## src/rtl/sram_1mx8_ctrl.sv

```systemverilog
// Single-access sequencer for an external 1Mx8 asynchronous SRAM.
// Runs SETUP -> ACCESS (WAIT_CYCLES) -> HOLD per access with fully registered bus outputs.
module sram_1mx8_ctrl #(
    parameter int unsigned WAIT_CYCLES = 2
) (
    input  logic        i_clk,
    input  logic        i_rst,
    input  logic        i_req,
    input  logic        i_we,
    input  logic [19:0] i_addr,
    input  logic [7:0]  i_wdata,
    output logic        o_ready,
    output logic        o_done,
    output logic [7:0]  o_rdata,
    output logic [19:0] o_sram_addr,
    output logic        o_sram_ce_n,
    output logic        o_sram_oe_n,
    output logic        o_sram_we_n,
    output logic [7:0]  o_sram_dq_out,
    output logic        o_sram_dq_oe,
    input  logic [7:0]  i_sram_dq_in
);

    localparam logic [3:0] WaitLoad = 4'(WAIT_CYCLES);

    if (WAIT_CYCLES == 0 || WAIT_CYCLES > 15) begin : g_bad_wait_cycles
        $error("sram_1mx8_ctrl: WAIT_CYCLES must be in 1..15");
    end

    typedef enum logic [1:0] {
        StIdle,
        StSetup,
        StAccess,
        StHold
    } state_e;

    state_e      r_state;
    logic [3:0]  r_wait;
    logic        r_we;
    logic        r_ready;
    logic        r_done;
    logic [7:0]  r_rdata;
    logic [19:0] r_addr;
    logic        r_ce_n;
    logic        r_oe_n;
    logic        r_we_n;
    logic [7:0]  r_dq_out;
    logic        r_dq_oe;

    // Each state's bus values are loaded on the edge that enters it, so every pin is a flop.
    always_ff @(posedge i_clk or posedge i_rst) begin
        if (i_rst) begin
            r_state  <= StIdle;
            r_wait   <= 4'd0;
            r_we     <= 1'b0;
            r_ready  <= 1'b1;
            r_done   <= 1'b0;
            r_rdata  <= 8'h00;
            r_addr   <= 20'h00000;
            r_ce_n   <= 1'b1;
            r_oe_n   <= 1'b1;
            r_we_n   <= 1'b1;
            r_dq_out <= 8'h00;
            r_dq_oe  <= 1'b0;
        end else begin
            r_done <= 1'b0;
            unique case (r_state)
                StIdle: begin
                    if (i_req) begin
                        r_we    <= i_we;
                        r_addr  <= i_addr;
                        r_ready <= 1'b0;
                        r_ce_n  <= 1'b0;
                        r_oe_n  <= i_we;
                        r_dq_oe <= i_we;
                        if (i_we) begin
                            r_dq_out <= i_wdata;
                        end
                        r_state <= StSetup;
                    end
                end
                StSetup: begin
                    // Address has been stable for a full cycle before WE# falls.
                    r_wait <= WaitLoad;
                    if (r_we) begin
                        r_we_n <= 1'b0;
                    end
                    r_state <= StAccess;
                end
                StAccess: begin
                    if (r_wait == 4'd1) begin
                        r_wait <= 4'd0;
                        r_ce_n <= 1'b1;
                        r_oe_n <= 1'b1;
                        r_we_n <= 1'b1;
                        r_done <= 1'b1;
                        if (!r_we) begin
                            r_rdata <= i_sram_dq_in;
                        end
                        r_state <= StHold;
                    end else begin
                        r_wait <= r_wait - 4'd1;
                    end
                end
                StHold: begin
                    // Write data is still driven here to cover the part's data hold time.
                    r_dq_oe <= 1'b0;
                    r_ready <= 1'b1;
                    r_state <= StIdle;
                end
                default: begin
                    r_state <= StIdle;
                end
            endcase
        end
    end

    assign o_ready       = r_ready;
    assign o_done        = r_done;
    assign o_rdata       = r_rdata;
    assign o_sram_addr   = r_addr;
    assign o_sram_ce_n   = r_ce_n;
    assign o_sram_oe_n   = r_oe_n;
    assign o_sram_we_n   = r_we_n;
    assign o_sram_dq_out = r_dq_out;
    assign o_sram_dq_oe  = r_dq_oe;

endmodule

```

## config.mk

```make
export PLATFORM = sky130hd
export DESIGN_NAME = sram_1mx8_ctrl
export DESIGN_NICKNAME = d
export VERILOG_FILES = /design/src/rtl/sram_1mx8_ctrl.sv
export SDC_FILE = /design/constraint.sdc
export NUM_CORES = 1
export LEC_CHECK = 0
export BUFFER_PORTS_ARGS = -buffer_cell sky130_fd_sc_hd__buf_4
export CORE_MARGIN = 2
export CORE_UTILIZATION = 48
export DETAILED_ROUTE_END_ITERATION = 6
export PLACE_DENSITY = 0.9
export SETUP_SLACK_MARGIN = 0.02
export SLEW_MARGIN = 20
export SYNTH_ARGS = -nofsm -noshare
export SYNTH_HDL_FRONTEND = slang
export SYNTH_SLANG_ARGS = --single-unit
```

## constraint.sdc

```tcl
create_clock -name i_clk -period 1.9 [get_ports i_clk]
set_input_delay 0.19 -clock i_clk [delete_from_list [all_inputs] [get_ports i_clk]]
set_output_delay 0.19 -clock i_clk [all_outputs]
set_load 0.02 [all_outputs]
```

==> results of run 1 <==
[what timing repair did]
action	in CTS	in global routing
setup endpoints to repair	0	1
gates resized for setup	0	1
hold endpoints to repair	22	0
hold buffers	1	0
[area by class of cell]
type	count	area, um^2
Clock inverter	1	30.03
Tap cell	50	62.56
Multi-Input combinational cell	79	772.0
Clock buffer	7	86.33
Timing Repair Buffer	85	665.6
Fill cell	291	1209
Inverter	8	30.03
Sequential cell	49	1231
[sequential cells by signal (all words and copies together) (netlist names)]
name,flops
o_ready,1
o_done,1
r_wait,4
o_rdata,8
o_sram_ce_n,1
o_sram_dq_out,8
o_sram_oe_n,1
r_we,1
o_sram_addr,20
o_sram_we_n,1
o_sram_dq_oe,1
r_state,2
[power by group through the flow]
stage	sequential, uW	combinational [uW]	clock [uW]
final	1860	2430	774
after floorplan	2360	925	0
after detailed placement	1880	2440	0
after global routing	1920	2590	829
after CTS	1860	2460	794
after global placement	1840	2370	0
[worst max path at each step]
stage	start	to	cells after the start
after floorplan	r_state[0]	o_rdata[0]	7
after global placement	r_state[0]	o_rdata[0]	5
after detailed placement	r_state[0]	o_rdata[3]	5
after CTS	r_wait[1]	r_state[1]	5
after global routing	r_state[0]	r_state[1]	6
final	r_state[0]	r_state[1]	6
[through the flow]
stage	power (uW)	setup slack, ns
2_1_floorplan	3283	0.2287
6_report	5061	0.1569
4_1_cts	5109	0.08832
3_3_place_gp	4208	0.2364
3_5_place_dp	4311	0.1581
5_1_grt	5344	0.05802
[per-layer routing]
layer / track usage, % / wire (um) / part of all wire (%) / vias up
met3: 7.122 / 323 / 7.0 / 6
li1: - / - / - / 661
met4: 7.051 / 60 / 1.3 / 0
met2: 34.51 / 2373 / 51 / 53
met5: 0 / 0 / 0 / -
met1: 23.23 / 1866 / 40 / 703
[cells in the final DEF (no fill, tap or decap)]
master,instances
sky130_fd_sc_hd__nand3_2,1
sky130_fd_sc_hd__nand2_1,4
sky130_fd_sc_hd__a31oi_1,3
sky130_fd_sc_hd__mux2i_1,2
sky130_fd_sc_hd__nor2_1,3
sky130_fd_sc_hd__bufinv_16,1
sky130_fd_sc_hd__buf_12,2
sky130_fd_sc_hd__o22ai_1,1
sky130_fd_sc_hd__mux2_4,8
sky130_fd_sc_hd__inv_2,1
sky130_fd_sc_hd__nand3_1,1
sky130_fd_sc_hd__o21ai_0,2
sky130_fd_sc_hd__clkbuf_1,1
sky130_fd_sc_hd__nand2b_1,2
sky130_fd_sc_hd__inv_1,7
sky130_fd_sc_hd__dlygate4sd3_1,1
sky130_fd_sc_hd__a311o_1,1
sky130_fd_sc_hd__a21oi_1,3
sky130_fd_sc_hd__ha_1,6
sky130_fd_sc_hd__clkbuf_8,6
sky130_fd_sc_hd__nor2b_1,2
sky130_fd_sc_hd__and4bb_4,1
sky130_fd_sc_hd__buf_4,82
sky130_fd_sc_hd__nor3b_2,1
sky130_fd_sc_hd__o41ai_1,1
sky130_fd_sc_hd__dfrtp_1,45
sky130_fd_sc_hd__nor4_1,1
sky130_fd_sc_hd__and2b_1,1
sky130_fd_sc_hd__a2bb2oi_1,2
sky130_fd_sc_hd__or3_1,2
sky130_fd_sc_hd__mux2_2,29
sky130_fd_sc_hd__dfstp_2,4
sky130_fd_sc_hd__o22a_1,1
sky130_fd_sc_hd__nor2b_4,1
[worst max-delay path: stages (launching register included)]
cell and delay, ns:
sky130_fd_sc_hd__dfrtp_1 0.41, sky130_fd_sc_hd__inv_1 0.08, sky130_fd_sc_hd__ha_1 0.21, sky130_fd_sc_hd__buf_4 0.16, sky130_fd_sc_hd__inv_1 0.10, sky130_fd_sc_hd__a2bb2oi_1 0.30
sky130_fd_sc_hd__mux2_2 0.37
[cell families (layout without fill, tap and decap cells)]
kind of cell	count (synthesis)	after routing	synth area share, %
mux	39	39	22.58
buf+inv	14	101	3.329
fa+ha+maj	6	6	3.632
simple gates	20	20	6.295
compound gates	14	14	4.601
flops	49	49	59.56
==> report_table.html, run 1 <==
<table>
<tr><th>Metric</th><th>Value</th></tr>
<tr><th colspan="2">Global routing</th></tr>
<tr><td>GR Overflow Total</td><td>0</td></tr>
<tr><td>Initial antenna violation count</td><td>0</td></tr>
<tr><td>Maximum number of pins on one net before global-route repair</td><td>28</td></tr>
<tr><td>Global-route wire length before repair</td><td>7624 um</td></tr>
<tr><td>Total GRT Usage</td><td>20.07%</td></tr>
<tr><td>Number of global-route vias before repair</td><td>1594</td></tr>
<tr><th colspan="2">Power</th></tr>
<tr><td>Int Pwr</td><td>3202 uW</td></tr>
<tr><td>Maximum ir drop on the vdd rail</td><td>0.001024 V</td></tr>
<tr><td>Pleak</td><td>0.001426 uW</td></tr>
<tr><td>Sequential cell fraction of total power</td><td>36.7%</td></tr>
<tr><td>Power per cell area</td><td>1759 nW/um^2</td></tr>
<tr><td>Combinational share of power</td><td>48.0%</td></tr>
<tr><td>Switching power share of the total</td><td>36.74%</td></tr>
<tr><td>Clock group share of total power</td><td>15.3%</td></tr>
<tr><td>Switching power</td><td>1859 uW</td></tr>
<tr><th colspan="2">Clock network</th></tr>
<tr><td>Clock sinks</td><td>49</td></tr>
<tr><td>Maximum count of clock buffers along a single path</td><td>2</td></tr>
<tr><td>Clk_lat worst skew</td><td>0.30 ns</td></tr>
<tr><td># Post-CTS Setup Buffers</td><td>0</td></tr>
<tr><td>Num CTS Buffers</td><td>5</td></tr>
<tr><td>H-tree levels</td><td>2</td></tr>
<tr><td>Clock tree from TritonCTS</td><td>built</td></tr>
<tr><td>Clk slew on worst S/H paths</td><td>0.09 ns</td></tr>
<tr><td>Clock tree root driver cell</td><td>sky130_fd_sc_hd__clkbuf_8</td></tr>
<tr><th colspan="2">STA</th></tr>
<tr><td>Final Critical Period</td><td>1.743 ns</td></tr>
<tr><td>Worst clock skew</td><td>0.003978 ns</td></tr>
<tr><td>Setup-violating endpoint count in the final report</td><td>0</td></tr>
<tr><td>Worst hold slack</td><td>0.1119 ns</td></tr>
<tr><td>Maximum achievable frequency</td><td>573.7 MHz</td></tr>
<tr><td>Headroom to the max-slew limit</td><td>58.72%</td></tr>
<tr><td>Final-layout setup total negative slack</td><td>0 ns</td></tr>
<tr><td>Post-route clock period utilization</td><td>91.74%</td></tr>
<tr><td>Final hold viol count</td><td>0</td></tr>
<tr><td>Setup repair after global routing missed its margin</td><td>no</td></tr>
<tr><td>Tightest Pin Transition</td><td>0.6182 ns</td></tr>
<tr><td>Max-slew violation count</td><td>0</td></tr>
<tr><th colspan="2">Synthesis</th></tr>
<tr><td>Syn nets</td><td>188</td></tr>
<tr><td>Most numerous cell types in the synthesized netlist</td><td>sky130_fd_sc_hd__dfrtp_1, sky130_fd_sc_hd__mux2_2, sky130_fd_sc_hd__inv_1, sky130_fd_sc_hd__mux2_4, sky130_fd_sc_hd__ha_1</td></tr>
<tr><td>FF+latch count, synth</td><td>49</td></tr>
<tr><td>Cell with the most instances after synthesis</td><td>sky130_fd_sc_hd__dfrtp_1</td></tr>
<tr><td>Sequential share of the synthesized area</td><td>59.56%</td></tr>
<tr><td>Cells after Synth</td><td>142</td></tr>
<tr><td>Synthesis warning total</td><td>0</td></tr>
<tr><td>Area of the mapped netlist</td><td>2067 um^2</td></tr>
<tr><td>Largest cells by area after synthesis</td><td>sky130_fd_sc_hd__dfrtp_1, sky130_fd_sc_hd__mux2_2, sky130_fd_sc_hd__mux2_4</td></tr>
<tr><td>Mapped Avg Cell Area</td><td>14.56 um^2</td></tr>
<tr><td>Distinct cell type count after synthesis</td><td>30</td></tr>
<tr><td>Synth async-reset ratio</td><td>100.0%</td></tr>
<tr><td>Cell type contributing the most total cell area after synthesis</td><td>sky130_fd_sc_hd__dfrtp_1</td></tr>
<tr><td>Area share of the largest cell type after synthesis</td><td>54.48%</td></tr>
<tr><td>Number of synthesized flops with an enable pin</td><td>0</td></tr>
<tr><td>Predominant post-synthesis flop cell</td><td>sky130_fd_sc_hd__dfrtp_1</td></tr>
<tr><th colspan="2">Min path</th></tr>
<tr><td>Worst Hold Path Cells</td><td>2</td></tr>
<tr><td>Type of the most critical hold path</td><td>in2reg</td></tr>
<tr><td>Startpoint of the most critical hold path</td><td>i_addr[16]</td></tr>
<tr><td>Worst Hold Path EP</td><td>o_sram_addr[16]</td></tr>
<tr><th colspan="2">Job</th></tr>
<tr><td>Max-cap viol count</td><td>0</td></tr>
<tr><th colspan="2">Floorplan</th></tr>
<tr><td>Overall die area</td><td>4847 um^2</td></tr>
<tr><td>Row count</td><td>23</td></tr>
<tr><td>Core Footprint</td><td>4086 um^2</td></tr>
<tr><td>Boundary pin count</td><td>82</td></tr>
<tr><td>Initial Util</td><td>50.58%</td></tr>
<tr><td>Vertical die dimension</td><td>69.62 um</td></tr>
<tr><td>Horizontal die dimension</td><td>69.62 um</td></tr>
<tr><th colspan="2">Worst setup path</th></tr>
<tr><td>End of the worst register-to-register path</td><td>r_state[1]</td></tr>
<tr><td>Crit Path Max Fanout</td><td>7</td></tr>
<tr><td>Arrival time reported for the critical path endpoint</td><td>1.94 ns</td></tr>
<tr><td>Worst reg-to-reg setup slack</td><td>0.16 ns</td></tr>
<tr><td>Start-to-end type of the worst setup path</td><td>reg2reg</td></tr>
<tr><td>Data required time of the critical path</td><td>2.09 ns</td></tr>
<tr><td>Worst R2R Path Depth</td><td>6</td></tr>
<tr><td>Kind of launch point of the worst setup path</td><td>register</td></tr>
<tr><td>Critical Path Sink Type</td><td>register</td></tr>
<tr><td>Worst R2R Start</td><td>r_state[0]</td></tr>
<tr><th colspan="2">Routing</th></tr>
<tr><td>Routed WL</td><td>4623 um</td></tr>
<tr><td>Via Count</td><td>1423</td></tr>
<tr><td>First drt pass iteration count</td><td>4</td></tr>
<tr><td>Via density per instance</td><td>5.100</td></tr>
<tr><td>Antenna Nets Post-Route</td><td>0</td></tr>
<tr><td>DRC violation count after routing</td><td>0</td></tr>
<tr><td>Detailed Route Iter0 Violations</td><td>60</td></tr>
<tr><td>Wire length per cell</td><td>16.57 um</td></tr>
<tr><th colspan="2">Placed design</th></tr>
<tr><td>Placed cell area</td><td>2746 um^2</td></tr>
<tr><td>GPL Wtd Cong</td><td>0.7467</td></tr>
<tr><td>Total instance count after detailed placement</td><td>270</td></tr>
<tr><td>Count of buffers from port buffering</td><td>81</td></tr>
<tr><td>Total half-perimeter wirelength after legalization and detailed placement</td><td>3413 um</td></tr>
<tr><th colspan="2">Layout</th></tr>
<tr><td>Final standard cell utilization of the core</td><td>70.42%</td></tr>
<tr><td>Area of all placed cells without fillers</td><td>2878 um^2</td></tr>
<tr><td>Share of cells above drive strength 1</td><td>59.83%</td></tr>
<tr><td>Layout Nets</td><td>274</td></tr>
<tr><td>Cell Count, Final, Fillers Out</td><td>279</td></tr>
<tr><td>Area growth syn-to-layout</td><td>39.23%</td></tr>
<tr><td>Antenna cells</td><td>0</td></tr>
<tr><th colspan="2">Status</th></tr>
<tr><td>Result of the run</td><td>complete, no violations</td></tr>
</table>
(Power assumes the default switching activity.)
==> run 2: changes to the inputs <==
--- a/config.mk
+++ b/config.mk
@@ -9,6 +9,7 @@
 export CORE_MARGIN = 2
 export CORE_UTILIZATION = 48
 export DETAILED_ROUTE_END_ITERATION = 6
+export MAX_ROUTING_LAYER = met4
 export PLACE_DENSITY = 0.9
 export SETUP_SLACK_MARGIN = 0.02
 export SLEW_MARGIN = 20
==> report_table.html, run 2 (synthesized netlist as in run 1, its figures left out) <==
<table>
<tr><th>Metric</th><th>Value</th></tr>
<tr><th colspan="2">Status</th></tr>
<tr><td>Result of the run</td><td>complete, no violations</td></tr>
<tr><th colspan="2">Placed design</th></tr>
<tr><td>Total half-perimeter wirelength after legalization and detailed placement</td><td>3413 um</td></tr>
<tr><td>Worst slack at placement</td><td>0.1581 ns</td></tr>
<tr><td>GPL Wtd Cong</td><td>0.7561</td></tr>
<tr><td>Placed cell area</td><td>2746 um^2</td></tr>
<tr><td>Count of buffers from port buffering</td><td>81</td></tr>
<tr><th colspan="2">STA</th></tr>
<tr><td>Setup repair after global routing missed its margin</td><td>no</td></tr>
<tr><td>Worst clock skew</td><td>0.002725 ns</td></tr>
<tr><td>Headroom to the max-slew limit</td><td>58.85%</td></tr>
<tr><td>Final-layout setup total negative slack</td><td>0 ns</td></tr>
<tr><td>Least setup slack across all paths after layout</td><td>0.1574 ns</td></tr>
<tr><td>Final hold viol count</td><td>0</td></tr>
<tr><td>Worst hold slack</td><td>0.1150 ns</td></tr>
<tr><td>Setup-violating endpoint count in the final report</td><td>0</td></tr>
<tr><td>Max-slew violation count</td><td>0</td></tr>
<tr><td>Tightest Pin Transition</td><td>0.6164 ns</td></tr>
<tr><td>Post-route clock period utilization</td><td>91.72%</td></tr>
<tr><td>Final Critical Period</td><td>1.743 ns</td></tr>
<tr><td>Maximum achievable frequency</td><td>573.9 MHz</td></tr>
<tr><th colspan="2">Clock network</th></tr>
<tr><td>Num CTS Buffers</td><td>5</td></tr>
<tr><td>Maximum count of clock buffers along a single path</td><td>2</td></tr>
<tr><td>H-tree levels</td><td>2</td></tr>
<tr><td>Clock tree root driver cell</td><td>sky130_fd_sc_hd__clkbuf_8</td></tr>
<tr><td># Post-CTS Setup Buffers</td><td>0</td></tr>
<tr><td>Clock tree from TritonCTS</td><td>built</td></tr>
<tr><td>Clk_lat worst skew</td><td>0.30 ns</td></tr>
<tr><td>Clk slew on worst S/H paths</td><td>0.09 ns</td></tr>
<tr><td>Clock sinks</td><td>49</td></tr>
<tr><th colspan="2">Floorplan</th></tr>
<tr><td>Core Footprint</td><td>4086 um^2</td></tr>
<tr><td>Vertical die dimension</td><td>69.62 um</td></tr>
<tr><td>Row count</td><td>23</td></tr>
<tr><td>Boundary pin count</td><td>82</td></tr>
<tr><td>Initial Util</td><td>50.58%</td></tr>
<tr><td>Overall die area</td><td>4847 um^2</td></tr>
<tr><td>Horizontal die dimension</td><td>69.62 um</td></tr>
<tr><th colspan="2">Layout</th></tr>
<tr><td>Area of all placed cells without fillers</td><td>2878 um^2</td></tr>
<tr><td>Most frequent standard cell in the layout excluding fill and tap cells</td><td>sky130_fd_sc_hd__buf_4</td></tr>
<tr><td>Share of cells above drive strength 1</td><td>59.83%</td></tr>
<tr><td>Layout Nets</td><td>274</td></tr>
<tr><td>Multi-input logic area</td><td>772.0 um^2</td></tr>
<tr><td>FF/Latch Area</td><td>1231 um^2</td></tr>
<tr><td>Antenna cells</td><td>0</td></tr>
<tr><td>Area growth syn-to-layout</td><td>39.23%</td></tr>
<tr><td>Filler cell count in the final layout</td><td>291</td></tr>
<tr><td>Leading cell types in the layout, fill and taps excluded</td><td>sky130_fd_sc_hd__buf_4, sky130_fd_sc_hd__dfrtp_1, sky130_fd_sc_hd__mux2_2</td></tr>
<tr><td>Flip-flop count of the largest register, all copies and words added</td><td>20</td></tr>
<tr><th colspan="2">Worst setup path</th></tr>
<tr><td>Data required time of the critical path</td><td>2.09 ns</td></tr>
<tr><td>Worst R2R Path Depth</td><td>6</td></tr>
<tr><td>Worst reg-to-reg setup slack</td><td>0.16 ns</td></tr>
<tr><td>Crit Path Max Fanout</td><td>7</td></tr>
<tr><td>Kind of launch point of the worst setup path</td><td>register</td></tr>
<tr><td>Start-to-end type of the worst setup path</td><td>reg2reg</td></tr>
<tr><td>Arrival time reported for the critical path endpoint</td><td>1.94 ns</td></tr>
<tr><td>Worst R2R Start</td><td>r_state[0]</td></tr>
<tr><td>Critical Path Sink Type</td><td>register</td></tr>
<tr><td>End of the worst register-to-register path</td><td>r_state[1]</td></tr>
<tr><th colspan="2">Min path</th></tr>
<tr><td>Type of the most critical hold path</td><td>in2reg</td></tr>
<tr><td>Startpoint of the most critical hold path</td><td>i_addr[16]</td></tr>
<tr><td>Worst Hold Path Cells</td><td>2</td></tr>
<tr><td>Worst Hold Path EP</td><td>o_sram_addr[16]</td></tr>
<tr><th colspan="2">Routing</th></tr>
<tr><td>Wire length per cell</td><td>16.52 um</td></tr>
<tr><td>Via density per instance</td><td>5.111</td></tr>
<tr><td>Antenna Nets Post-Route</td><td>0</td></tr>
<tr><td>DRC violation count after routing</td><td>0</td></tr>
<tr><td>Routed WL</td><td>4610 um</td></tr>
<tr><td>Detailed Route Iter0 Violations</td><td>56</td></tr>
<tr><td>First drt pass iteration count</td><td>4</td></tr>
<tr><td>Via Count</td><td>1426</td></tr>
<tr><th colspan="2">Power</th></tr>
<tr><td>Total power</td><td>5053 uW</td></tr>
<tr><td>Pleak</td><td>0.001426 uW</td></tr>
<tr><td>Power per cell area</td><td>1756 nW/um^2</td></tr>
<tr><td>Maximum ir drop on the vdd rail</td><td>0.001020 V</td></tr>
<tr><th colspan="2">Global routing</th></tr>
<tr><td>Total GRT Usage</td><td>20.68%</td></tr>
<tr><td>Global-route wire length before repair</td><td>7638 um</td></tr>
<tr><td>Number of global-route vias before repair</td><td>1600</td></tr>
<tr><td>GR Overflow Total</td><td>0</td></tr>
<tr><td>Maximum number of pins on one net before global-route repair</td><td>28</td></tr>
<tr><td>Initial antenna violation count</td><td>0</td></tr>
<tr><th colspan="2">Job</th></tr>
<tr><td>Max-cap viol count</td><td>0</td></tr>
</table>
-- run 2: per-stage QoR --
step | cells | utilization [%]
final | 279 | 70.42
after global routing | 279 | 70.42
after CTS | 279 | 70.30
after detailed placement | 270 | 67.21
after global placement | 270 | 67.21
after floorplan | 142 | -
-- run 2: routing by layer --
layer / track usage (%) / vias up / wire (um)
li1: - / 663 / -
met1: 23.90 / 700 / 1893
met2: 34.62 / 57 / 2362
met3: 6.105 / 6 / 294
met4: 7.051 / 0 / 60
met5: - / - / 0
-- run 2: critical path, cell delays in order (launching register included) --
cell                        delay, ns
sky130_fd_sc_hd__dfrtp_1         0.41
sky130_fd_sc_hd__inv_1           0.08
sky130_fd_sc_hd__ha_1            0.21
sky130_fd_sc_hd__buf_4           0.16
sky130_fd_sc_hd__inv_1           0.10
sky130_fd_sc_hd__a2bb2oi_1       0.30
sky130_fd_sc_hd__mux2_2          0.37
-- run 2: worst max-delay path by stage --
stage / from / to
floorplan: r_state[0] / o_rdata[0]
global placement: r_state[0] / o_rdata[0]
detailed placement: r_state[0] / o_rdata[3]
CTS: r_wait[1] / r_state[1]
global route: r_state[0] / r_state[1]
finish: r_state[0] / r_state[1]
-- run 2: area by class of cell --
type	instances	share of cell area, %
Clock buffer	7	3.000
Sequential cell	49	42.78
Multi-Input combinational cell	79	26.83
Inverter	8	1.043
Tap cell	50	2.174
Clock inverter	1	1.043
Timing Repair Buffer	85	23.13
-- run 2: power breakdown --
group | leakage (uW) | switching (uW) | total [uW] | internal [uW]
Sequential | 0.000594 | 302 | 1850 | 1550
Clock | 0.0000585 | 338 | 768 | 429
Combinational | 0.000773 | 1210 | 2430 | 1220
Total | 0.00143 | 1850 | 5050 | 3200
-- run 2: repair_timing --
item / 4_1_cts / 5_1_grt
setup endpoints to repair: 0 / 1
hold buffers: 1 / 0
gates resized for setup: 0 / 1
endpoints found under the hold margin: 22 / 0
